--- src/rtl/gs_bus_pkg.sv ---
// Shared constants for the control-register bus master: register addresses,
// default-configuration table and FSM state encoding.
package gs_bus_pkg;

  typedef enum logic [1:0] {
    IDLE    = 2'd0,
    INIT_WR = 2'd1,
    FIFO_WR = 2'd2,
    GAP     = 2'd3
  } state_t;

  localparam int unsigned ADDR_W   = 64;
  localparam int unsigned DATA_W   = 32;
  localparam int unsigned SEQ_W    = 16;
  localparam int unsigned ENTRY_W  = ADDR_W + DATA_W;
  localparam int unsigned INIT_LEN = 9;

  localparam logic [ADDR_W-1:0] REG_ADDR_0 = 64'd0;
  localparam logic [ADDR_W-1:0] REG_ADDR_1 = 64'd1;
  localparam logic [ADDR_W-1:0] REG_ADDR_2 = 64'd2;
  localparam logic [ADDR_W-1:0] REG_ADDR_3 = 64'd3;
  localparam logic [ADDR_W-1:0] REG_ADDR_4 = 64'd4;
  localparam logic [ADDR_W-1:0] REG_ADDR_5 = 64'd5;
  localparam logic [ADDR_W-1:0] REG_ADDR_6 = 64'd6;
  localparam logic [ADDR_W-1:0] REG_ADDR_7 = 64'd7;
  localparam logic [ADDR_W-1:0] REG_ADDR_8 = 64'd8;

  localparam logic [DATA_W-1:0] REG_DEF_0 = 32'h0000_0000;
  localparam logic [DATA_W-1:0] REG_DEF_1 = 32'h0000_0000;
  localparam logic [DATA_W-1:0] REG_DEF_2 = 32'h0000_0000;
  localparam logic [DATA_W-1:0] REG_DEF_3 = 32'h0000_0000;
  localparam logic [DATA_W-1:0] REG_DEF_4 = 32'h0000_0000;
  localparam logic [DATA_W-1:0] REG_DEF_5 = 32'h0000_0001;
  localparam logic [DATA_W-1:0] REG_DEF_6 = 32'h0000_0001;
  localparam logic [DATA_W-1:0] REG_DEF_7 = 32'h0000_8000;
  localparam logic [DATA_W-1:0] REG_DEF_8 = 32'h0000_0000;

  function automatic logic [ADDR_W-1:0] init_addr(input logic [3:0] idx);
    logic [ADDR_W-1:0] a;
    case (idx)
      4'd0:    a = REG_ADDR_0;
      4'd1:    a = REG_ADDR_1;
      4'd2:    a = REG_ADDR_2;
      4'd3:    a = REG_ADDR_3;
      4'd4:    a = REG_ADDR_4;
      4'd5:    a = REG_ADDR_5;
      4'd6:    a = REG_ADDR_6;
      4'd7:    a = REG_ADDR_7;
      4'd8:    a = REG_ADDR_8;
      default: a = '0;
    endcase
    return a;
  endfunction

  function automatic logic [DATA_W-1:0] init_data(input logic [3:0] idx);
    logic [DATA_W-1:0] d;
    case (idx)
      4'd0:    d = REG_DEF_0;
      4'd1:    d = REG_DEF_1;
      4'd2:    d = REG_DEF_2;
      4'd3:    d = REG_DEF_3;
      4'd4:    d = REG_DEF_4;
      4'd5:    d = REG_DEF_5;
      4'd6:    d = REG_DEF_6;
      4'd7:    d = REG_DEF_7;
      4'd8:    d = REG_DEF_8;
      default: d = '0;
    endcase
    return d;
  endfunction

endpackage

--- src/rtl/gs_bus_fifo.sv ---
// Request queue for the bus master: power-of-two depth, one {addr,data} entry
// per request, head visible combinationally from registered storage.
module gs_bus_fifo
  import gs_bus_pkg::*;
#(
  parameter int unsigned DEPTH = 4,
  parameter int unsigned WIDTH = ENTRY_W
) (
  input  logic             bus_clk,
  input  logic             nrst,
  input  logic             push,
  input  logic [WIDTH-1:0] push_data,
  input  logic             pop,
  output logic [WIDTH-1:0] head,
  output logic             full,
  output logic             empty
);

  localparam int unsigned AW = (DEPTH > 1) ? $clog2(DEPTH) : 1;

  logic [WIDTH-1:0] mem [DEPTH];
  logic [AW-1:0]    wr_ptr;
  logic [AW-1:0]    rd_ptr;
  logic [AW:0]      count;
  logic             do_push;
  logic             do_pop;

  assign do_push = push && !full;
  assign do_pop  = pop && !empty;
  assign full    = (count == (AW+1)'(DEPTH));
  assign empty   = (count == '0);
  assign head    = mem[rd_ptr];

  always_ff @(posedge bus_clk or negedge nrst) begin
    if (!nrst) begin
      wr_ptr <= '0;
      rd_ptr <= '0;
      count  <= '0;
    end else begin
      if (do_push) wr_ptr <= wr_ptr + AW'(1);
      if (do_pop)  rd_ptr <= rd_ptr + AW'(1);
      case ({do_push, do_pop})
        2'b10:   count <= count + (AW+1)'(1);
        2'b01:   count <= count - (AW+1)'(1);
        default: count <= count;
      endcase
    end
  end

  // Storage is left unreset; only the pointers define what is valid.
  always_ff @(posedge bus_clk) begin
    if (do_push) mem[wr_ptr] <= push_data;
  end

endmodule

--- src/rtl/gs_bus_master.sv ---
// Bus master for the control register block: serialises queued write requests
// and the default-configuration sequence onto a single registered write strobe.
module gs_bus_master
  import gs_bus_pkg::*;
#(
  parameter int unsigned FIFO_DEPTH = 4,
  parameter int unsigned GAP_CYCLES = 1
) (
  input  logic              bus_clk,
  input  logic              nrst,
  input  logic              req_valid,
  output logic              req_ready,
  input  logic [ADDR_W-1:0] req_addr,
  input  logic [DATA_W-1:0] req_data,
  input  logic              init_start,
  output logic              bus_valid,
  output logic [ADDR_W-1:0] bus_addr,
  output logic [DATA_W-1:0] bus_data,
  output logic [SEQ_W-1:0]  bus_gpreg,
  output logic              busy,
  output logic              init_done
);

  localparam int unsigned GW = (GAP_CYCLES < 2) ? 1 : $clog2(GAP_CYCLES + 1);
  localparam logic [GW-1:0] GAP_LAST = GW'((GAP_CYCLES > 0) ? GAP_CYCLES - 1 : 0);

  state_t             state;
  logic [3:0]         init_idx;
  logic               init_busy;
  logic [SEQ_W-1:0]   seq_cnt;
  logic [GW-1:0]      gap_cnt;
  logic               ready_q;

  logic               fifo_push;
  logic               fifo_pop;
  logic               fifo_full;
  logic               fifo_empty;
  logic [ENTRY_W-1:0] fifo_head;

  logic               arb_point;
  logic               init_go;
  logic               init_fin;
  logic               fifo_go;

  assign req_ready = ready_q && !fifo_full;
  assign fifo_push = req_valid && req_ready;
  assign fifo_pop  = arb_point && fifo_go;
  assign busy      = (state != IDLE) || !fifo_empty;

  gs_bus_fifo #(
    .DEPTH (FIFO_DEPTH),
    .WIDTH (ENTRY_W)
  ) u_fifo (
    .bus_clk   (bus_clk),
    .nrst      (nrst),
    .push      (fifo_push),
    .push_data ({req_addr, req_data}),
    .pop       (fifo_pop),
    .head      (fifo_head),
    .full      (fifo_full),
    .empty     (fifo_empty)
  );

  // init_busy spans pending, running and the final gap; init_idx==INIT_LEN
  // marks that every table write has issued and only init_done remains.
  always_comb begin
    arb_point = 1'b0;
    case (state)
      IDLE:             arb_point = 1'b1;
      INIT_WR, FIFO_WR: arb_point = (GAP_CYCLES == 0);
      GAP:              arb_point = (gap_cnt == GAP_LAST);
      default:          arb_point = 1'b0;
    endcase
    init_go  = init_busy && (init_idx != 4'(INIT_LEN));
    init_fin = init_busy && (init_idx == 4'(INIT_LEN));
    fifo_go  = !init_go && !fifo_empty;
  end

  always_ff @(posedge bus_clk or negedge nrst) begin
    if (!nrst) begin
      state     <= IDLE;
      init_busy <= 1'b0;
      init_idx  <= '0;
      gap_cnt   <= '0;
      seq_cnt   <= '0;
      ready_q   <= 1'b0;
      bus_valid <= 1'b0;
      bus_addr  <= '0;
      bus_data  <= '0;
      bus_gpreg <= '0;
      init_done <= 1'b0;
    end else begin
      ready_q   <= 1'b1;
      init_done <= 1'b0;
      if (init_start && !init_busy) init_busy <= 1'b1;

      if (arb_point) begin
        if (init_fin) begin
          init_busy <= 1'b0;
          init_idx  <= '0;
          init_done <= 1'b1;
        end
        if (init_go) begin
          state     <= INIT_WR;
          bus_valid <= 1'b1;
          bus_addr  <= init_addr(init_idx);
          bus_data  <= init_data(init_idx);
          bus_gpreg <= seq_cnt;
          seq_cnt   <= seq_cnt + SEQ_W'(1);
          init_idx  <= init_idx + 4'd1;
        end else if (fifo_go) begin
          state     <= FIFO_WR;
          bus_valid <= 1'b1;
          bus_addr  <= fifo_head[ENTRY_W-1:DATA_W];
          bus_data  <= fifo_head[DATA_W-1:0];
          bus_gpreg <= seq_cnt;
          seq_cnt   <= seq_cnt + SEQ_W'(1);
        end else begin
          state     <= IDLE;
          bus_valid <= 1'b0;
        end
      end else if (state == INIT_WR || state == FIFO_WR) begin
        state     <= GAP;
        gap_cnt   <= '0;
        bus_valid <= 1'b0;
      end else if (state == GAP) begin
        gap_cnt <= gap_cnt + GW'(1);
      end
    end
  end

endmodule

--- config.mk ---
export PLATFORM = sky130hd
export DESIGN_NAME = gs_bus_master
export DESIGN_NICKNAME = d
export VERILOG_FILES = /design/src/rtl/gs_bus_pkg.sv /design/src/rtl/gs_bus_fifo.sv /design/src/rtl/gs_bus_master.sv
export SDC_FILE = /design/constraint.sdc
export NUM_CORES = 1
export LEC_CHECK = 0
export CAP_MARGIN = 20
export CELL_PAD_IN_SITES_DETAIL_PLACEMENT = 0
export CELL_PAD_IN_SITES_GLOBAL_PLACEMENT = 1
export CORE_ASPECT_RATIO = 0.75
export CORE_MARGIN = 2
export CORE_UTILIZATION = 25
export CTS_CLUSTER_DIAMETER = 100
export DETAILED_ROUTE_END_ITERATION = 7
export PLACE_DENSITY = 0.55
export SETUP_SLACK_MARGIN = 0.5
export SLEW_MARGIN = 40
export SYNTH_ARGS = -nofsm -noshare
export SYNTH_HDL_FRONTEND = slang
export SYNTH_SLANG_ARGS = --single-unit
--- constraint.sdc ---
create_clock -name bus_clk -period 4.8 [get_ports bus_clk]
set_input_delay 0.48 -clock bus_clk [delete_from_list [all_inputs] [get_ports bus_clk]]
set_output_delay 0.48 -clock bus_clk [all_outputs]
set_load 0.05 [all_outputs]
; After elaboration in Yosys (flattened, before gate mapping)
; Memory sizes are Yosys's and may differ from the RTL's.
; Index checks and enable logic that the tools add are counted.
[classes]
muxes = 29
eq_ne = 8
n_addsub = 7
n_bitwise = 2
n_reduce_logical = 27
[ops]
columns = operator, count
row1 = 64-bit 2-to-1 mux, 2
row2 = 16-bit 2-to-1 mux, 4
row3 = 32-bit 2-to-1 mux, 2
row4 = 16-bit by 1-bit adder with 16-bit output (second input constant), 1
row5 = 1-bit 2-to-1 mux, 13
row6 = 2-bit nonzero test, 6
row7 = 1-bit logical AND, 9
row8 = 2-bit 2-to-1 mux, 4
row9 = 4-bit 2-to-1 mux, 2
row10 = 2-bit equality test (second input constant), 3
row11 = 3-bit one-hot mux with 2 select lines, 1
row12 = 2-bit AND reduction, 3
row13 = 2-bit by 1-bit adder with 2-bit output (second input constant), 2
row14 = 4-bit by 1-bit adder with 4-bit output (second input constant), 1
row15 = 2-bit by 1-bit equality test with 1-bit output (second input constant), 2
row16 = 4-bit equality test (second input constant), 1
row17 = 1-bit logical NOT, 4
row18 = 4-bit inequality test (second input constant), 1
row19 = 3-bit by 1-bit adder with 3-bit output (second input constant), 1
row20 = 3-bit equality test (second input constant), 1
row21 = 3-bit logical NOT, 1
row22 = 1-bit one-hot mux with 3 select lines, 1
row23 = 3-bit by 1-bit subtractor with 3-bit output (second input constant), 1
row24 = 2-bit logical NOT, 1
row25 = other kinds (4), 6
[totals]
n_memories = 3
mem_bits_rw = 384
romBits = 96
output_inout_bits = 116
inputBits = 100
ff_bits = 146
[mem_list]
columns = memory, depth, word_bits, rd, rd_ports_with_merged_regs, wr, line_no
row1 = u_fifo.mem, 4, 96, 1, 0, 1, gs_bus_fifo.sv:21  ; logic [WIDTH-1:0] mem [DEPTH];
row2 = (no name shown), 16, 4, 1, 0, 0, gs_bus_pkg.sv:40  ; case (idx)
row3 = (no name shown), 16, 2, 1, 0, 0, gs_bus_pkg.sv:57  ; case (idx)

; Depth between registers and ports, before layout
[depth]
word_depth = 8
depth_mapped = 11

; Hierarchy
; A second synthesis with hierarchy kept.
[hier_totals]
cells_unflattened = 957
hier_area_um2 = 19587.5
[by_module_without_submodules]
columns = module, cells_per_inst, seq_area_each_um2, instances, area_per_inst_um2
row1 = gs_bus_fifo, 539, 11706.2, 1, 14247.4
row2 = gs_bus_master, 418, 3478.3, 1, 5340.1

; Worst setup path after synthesis
; OpenSTA, ideal clock, no wires.
[synth_path]
kind = reg2reg
from = register u_fifo.count[0]
to = memory u_fifo.mem[0][0] in the netlist's numbering (enable)
t_arrival_ns = 3.898
t_required_ns = 4.334
slack_ns = 0.436
stages_incl_launch_ff = 4
cell_sequence = dfrtp_1 inv_1 a31oi_1 and3_1
[synth_between]
elab_chain_cells = 7
[synth_rtl]
columns = element, line_no
row1 = start: declaration, gs_bus_fifo.sv:24  ; logic [AW:0] count;
row2 = start signal: assignment, gs_bus_fifo.sv:43  ; 2'b10: count <= count + (AW+1)'(1);
row3 = start signal: assignment, gs_bus_fifo.sv:44  ; 2'b01: count <= count - (AW+1)'(1);
row4 = start signal: assignment, gs_bus_fifo.sv:45  ; default: count <= count;
row5 = 3-bit equality test, gs_bus_fifo.sv:30  ; assign full = (count == (AW+1)'(DEPTH));
row6 = 1-bit logical NOT, gs_bus_master.sv:45  ; assign req_ready = ready_q && !fifo_full;
row7 = 1-bit logical AND, gs_bus_master.sv:45
row8 = named net req_ready, gs_bus_master.sv:12  ; output logic req_ready,
row9 = 1-bit logical AND, gs_bus_master.sv:46  ; assign fifo_push = req_valid && req_ready;
row10 = 1-bit logical AND, gs_bus_fifo.sv:28  ; assign do_push = push && !full;
row11 = 1-bit 2-to-1 mux, gs_bus_fifo.sv:52  ; if (do_push) mem[wr_ptr] <= push_data;
row12 = 1-bit 2-to-1 mux (implied by the code), gs_bus_fifo.sv:52
row13 = end: declaration, gs_bus_fifo.sv:21
; The timed path passes the listed nets, and every way through them passes these cells.

; Worst setup path after layout
[layout_path]
from = register u_fifo.count[0]
to = output port req_ready
[layout_between]
elab_chain_cells = 3
[layout_rtl]
columns = element, line_no
row1 = 3-bit equality test, gs_bus_fifo.sv:30
row2 = 1-bit logical NOT, gs_bus_master.sv:45
row3 = 1-bit logical AND, gs_bus_master.sv:45
row4 = end: declaration, gs_bus_master.sv:12
; Every way passes these cells.

==> impl_metrics.toml <==
[status]
run_status = "finished, final reports clean"

[grt]
grt_overflow = 0
grt_max_degree = 97
grt_pass1_vias = 10500
grt_antenna_before_repair = 4
grtUsageTotal = 0.113
grt_pass1_wl_um = 67900

[clock_network]
clkSinkCount = 530
htree_num_levels = 2
cts_setup_buffers = 0
cts.reportedPaths.clkPinSlew_ns = 0.07
cts.path.max_buffers = 3
cts_root_buf = "clkbuf_16"
cts_tree = "built"
worstSkewPairLatency_ns = 0.62
numCtsBuffers = 55

[finish]
nNetsFinal = 1272
areaGrowthSynthToFinish_pct = 28.2
fin_util = 0.324
finalNonFillerCells = 2244
layout_common_cells = "edfxtp_1 (384), clkdlybuf4s50_1 (214), dfrtp_1 (144)"
drive_gt1_frac = 0.193
n_fill_cell = 7370
final_common_cell = "edfxtp_1"

[yosys]
synth-xor-area-share = 0.00941
synth_area_leaders = "edfxtp_1 (59%), dfrtp_1 (19%), mux4_2 (11%), a22o_1 (4.1%), mux2_2 (1.0%)"
synth.mux.area_fraction = 0.122
synthSimpleGateAreaFrac = 0.0179
ys_types = 46
synth_top_family_by_area = "multiplexers"
async_reset_ff_frac = 0.275
seq_area_frac_synth = 0.777
synth_nets = 1031
synth_top_area_share = 0.590
netlist_instances = 918
synth.largest_area_cell = "edfxtp_1"
synth_warnings = 0
ys_seq_elements = 530
ys.flop_type = "edfxtp_1"
synthAdderAreaFrac = 0.00871
synth_compound_area_frac = 0.0510
syn_area_um2 = 19500
synth_edf_count = 384
avgSynthCellArea_um2 = 21.3

[detailed_routing]
drt_pass1_iterations = 4
ant_nets = 0
wire_per_inst_um = 20.1
vias_per_cell = 4.30
drtIter0Drc = 371
drc = 0
wl_um = 45100
vias = 9652

[setup_path]
critPathLaunchType = "flip-flop"
reg2reg_depth = 10
cp.required_ns = 4.32
crit_type = "flip-flop to primary output"
cp.arrival_ns = 2.54
cp_max_fo = 6
reg2reg_setup_slack_ns = 2.07
worst_setup_path_end_kind = "primary output"

[sta]
drv_slew = 0
finClkSkew_ns = 0.0204
setup_viol = 0
rsz0062_at_grt = "no"
period_minus_slack_ns = 3.02
timing.setup.tns_ns = 0
relSlewSlack = 0.499
clock.fmax_mhz = 331
final-hold-violation-count = 0
fin_crit_sh = 0.629
tightest_slew_ns = 0.752

[floorplan]
die_h_um = 246
pin_count = 216
fp.dieW_um = 327
core_area_um2 = 77200
rows = 88
dieArea_um2 = 80400
start_util = 0.253

[power_and_ir_drop]
powerDensity_nw_per_um2 = 625
power.leakage_nw = 8.74
ir_drop_uv = 359

[placement]
placed_cells = 2134
gp_congestion = 0.715
hpwl_um = 24200
portBuffers = 215

[worst_hold_path]
hp-class = "input port to async pin"

[flow_run]
max_cap_viol_count = 0
==> Yosys cell counts, types with 3 or more instances <==
cell and instances:
nor3b_1 3, xor2_1 16, xnor2_1 5, a22oi_1 4
nor3_1 7, inv_1 11, clkbuf_1 16, buf_2 29
nor2_1 5, edfxtp_1 384, nand3_1 5, and3_1 4
nand2_1 15, ha_1 12, a22o_1 91, mux2_2 18
mux4_2 96, dfrtp_1 146, o21ai_0 18
==> state kept, by name, summed over array words and instances, names as in the netlist <==
signal / cells
bus_gpreg: 16
u_fifo.mem: 384
u_fifo.count: 3
init_idx: 4
seq_cnt: 16
u_fifo.wr_ptr: 2
bus_valid: 1
bus_data: 32
ready_q: 1
bus_addr: 64
u_fifo.rd_ptr: 2
init_busy: 1
gap_cnt: 1
state: 2
init_done: 1
==> stage by stage <==
| step | hold slack, ns | total power, mW | instance area [µm²] | worst slack, ns |
|---|---|---|---|---|
| CTS | 0.393 | 15.9 | 25000 | 1.69 |
| finish | 0.438 | 15.7 | 25000 | 1.78 |
| floorplan | 0.184 | 9.44 | 19500 | 1.49 |
| global route | 0.434 | 16.5 | 25000 | 1.63 |
| detailed placement | 0.491 | 11.3 | 23000 | 2.08 |
| global placement | 0.469 | 11.2 | 23000 | 2.07 |
==> report_power, final <==
part	leakage (nW)	switching, mW	internal, mW
Sequential	5.45	0.444	5.70
Clock	0.956	1.81	2.79
Combinational	2.33	2.99	1.92
==> metal layers <==
layer	share of wire	wire length, µm	vias up	GRT usage
li1	-	-	4238	-
met4	0.019	835	6	0.0308
met1	0.45	20500	5149	0.152
met5	0.0010	46	-	0
met3	0.048	2170	68	0.0269
met2	0.48	21500	191	0.184
==> kinds of logic after synthesis <==
family,Yosys count
flip-flops,530
AO/OA/AOI/OAI,123
multiplexers,116
buffers and inverters,58
AND/OR/NAND/NOR,56
XOR/XNOR,21
adder cells (fa/ha/maj),13
other,1
==> path summary, 6_finish.rpt <==
path	from	endpoint
setup / recovery	u_fifo.count[0]	req_ready
hold / removal	nrst	seq_cnt[8]
setup reg to reg	state[0]	u_fifo.count[2]
hold reg to reg	seq_cnt[13]	seq_cnt[13]
max in group asynchronous	nrst	u_fifo.rd_ptr[1]
min in group bus_clk	init_start	init_busy
==> critical path: stages (launching register included) <==
cell,delay [ns]
dfrtp_1,0.40
inv_1,0.09
a31oi_1,0.48
clkdlybuf4s50_1,0.95
==> cell type report <==
type / instances / area, µm² / area share
flip-flops and latches: 530 / 15200 / 0.607
well taps: 1035 / 1290 / 0.0517
diodes: 3 / 7.51 / 0.000300
inverters: 11 / 41.3 / 0.00165
clock buffers: 74 / 1490 / 0.0595
multi-input cells: 330 / 4130 / 0.165
clock inverters: 30 / 470 / 0.0188
repair buffers: 231 / 2410 / 0.0964
==> what timing repair did <==
action / in CTS / in global routing
hold buffers: 1 / 0
gates resized for setup: 0 / 0
hold endpoints to repair: 60 / 0
Power figures use the tool's default switching activity.
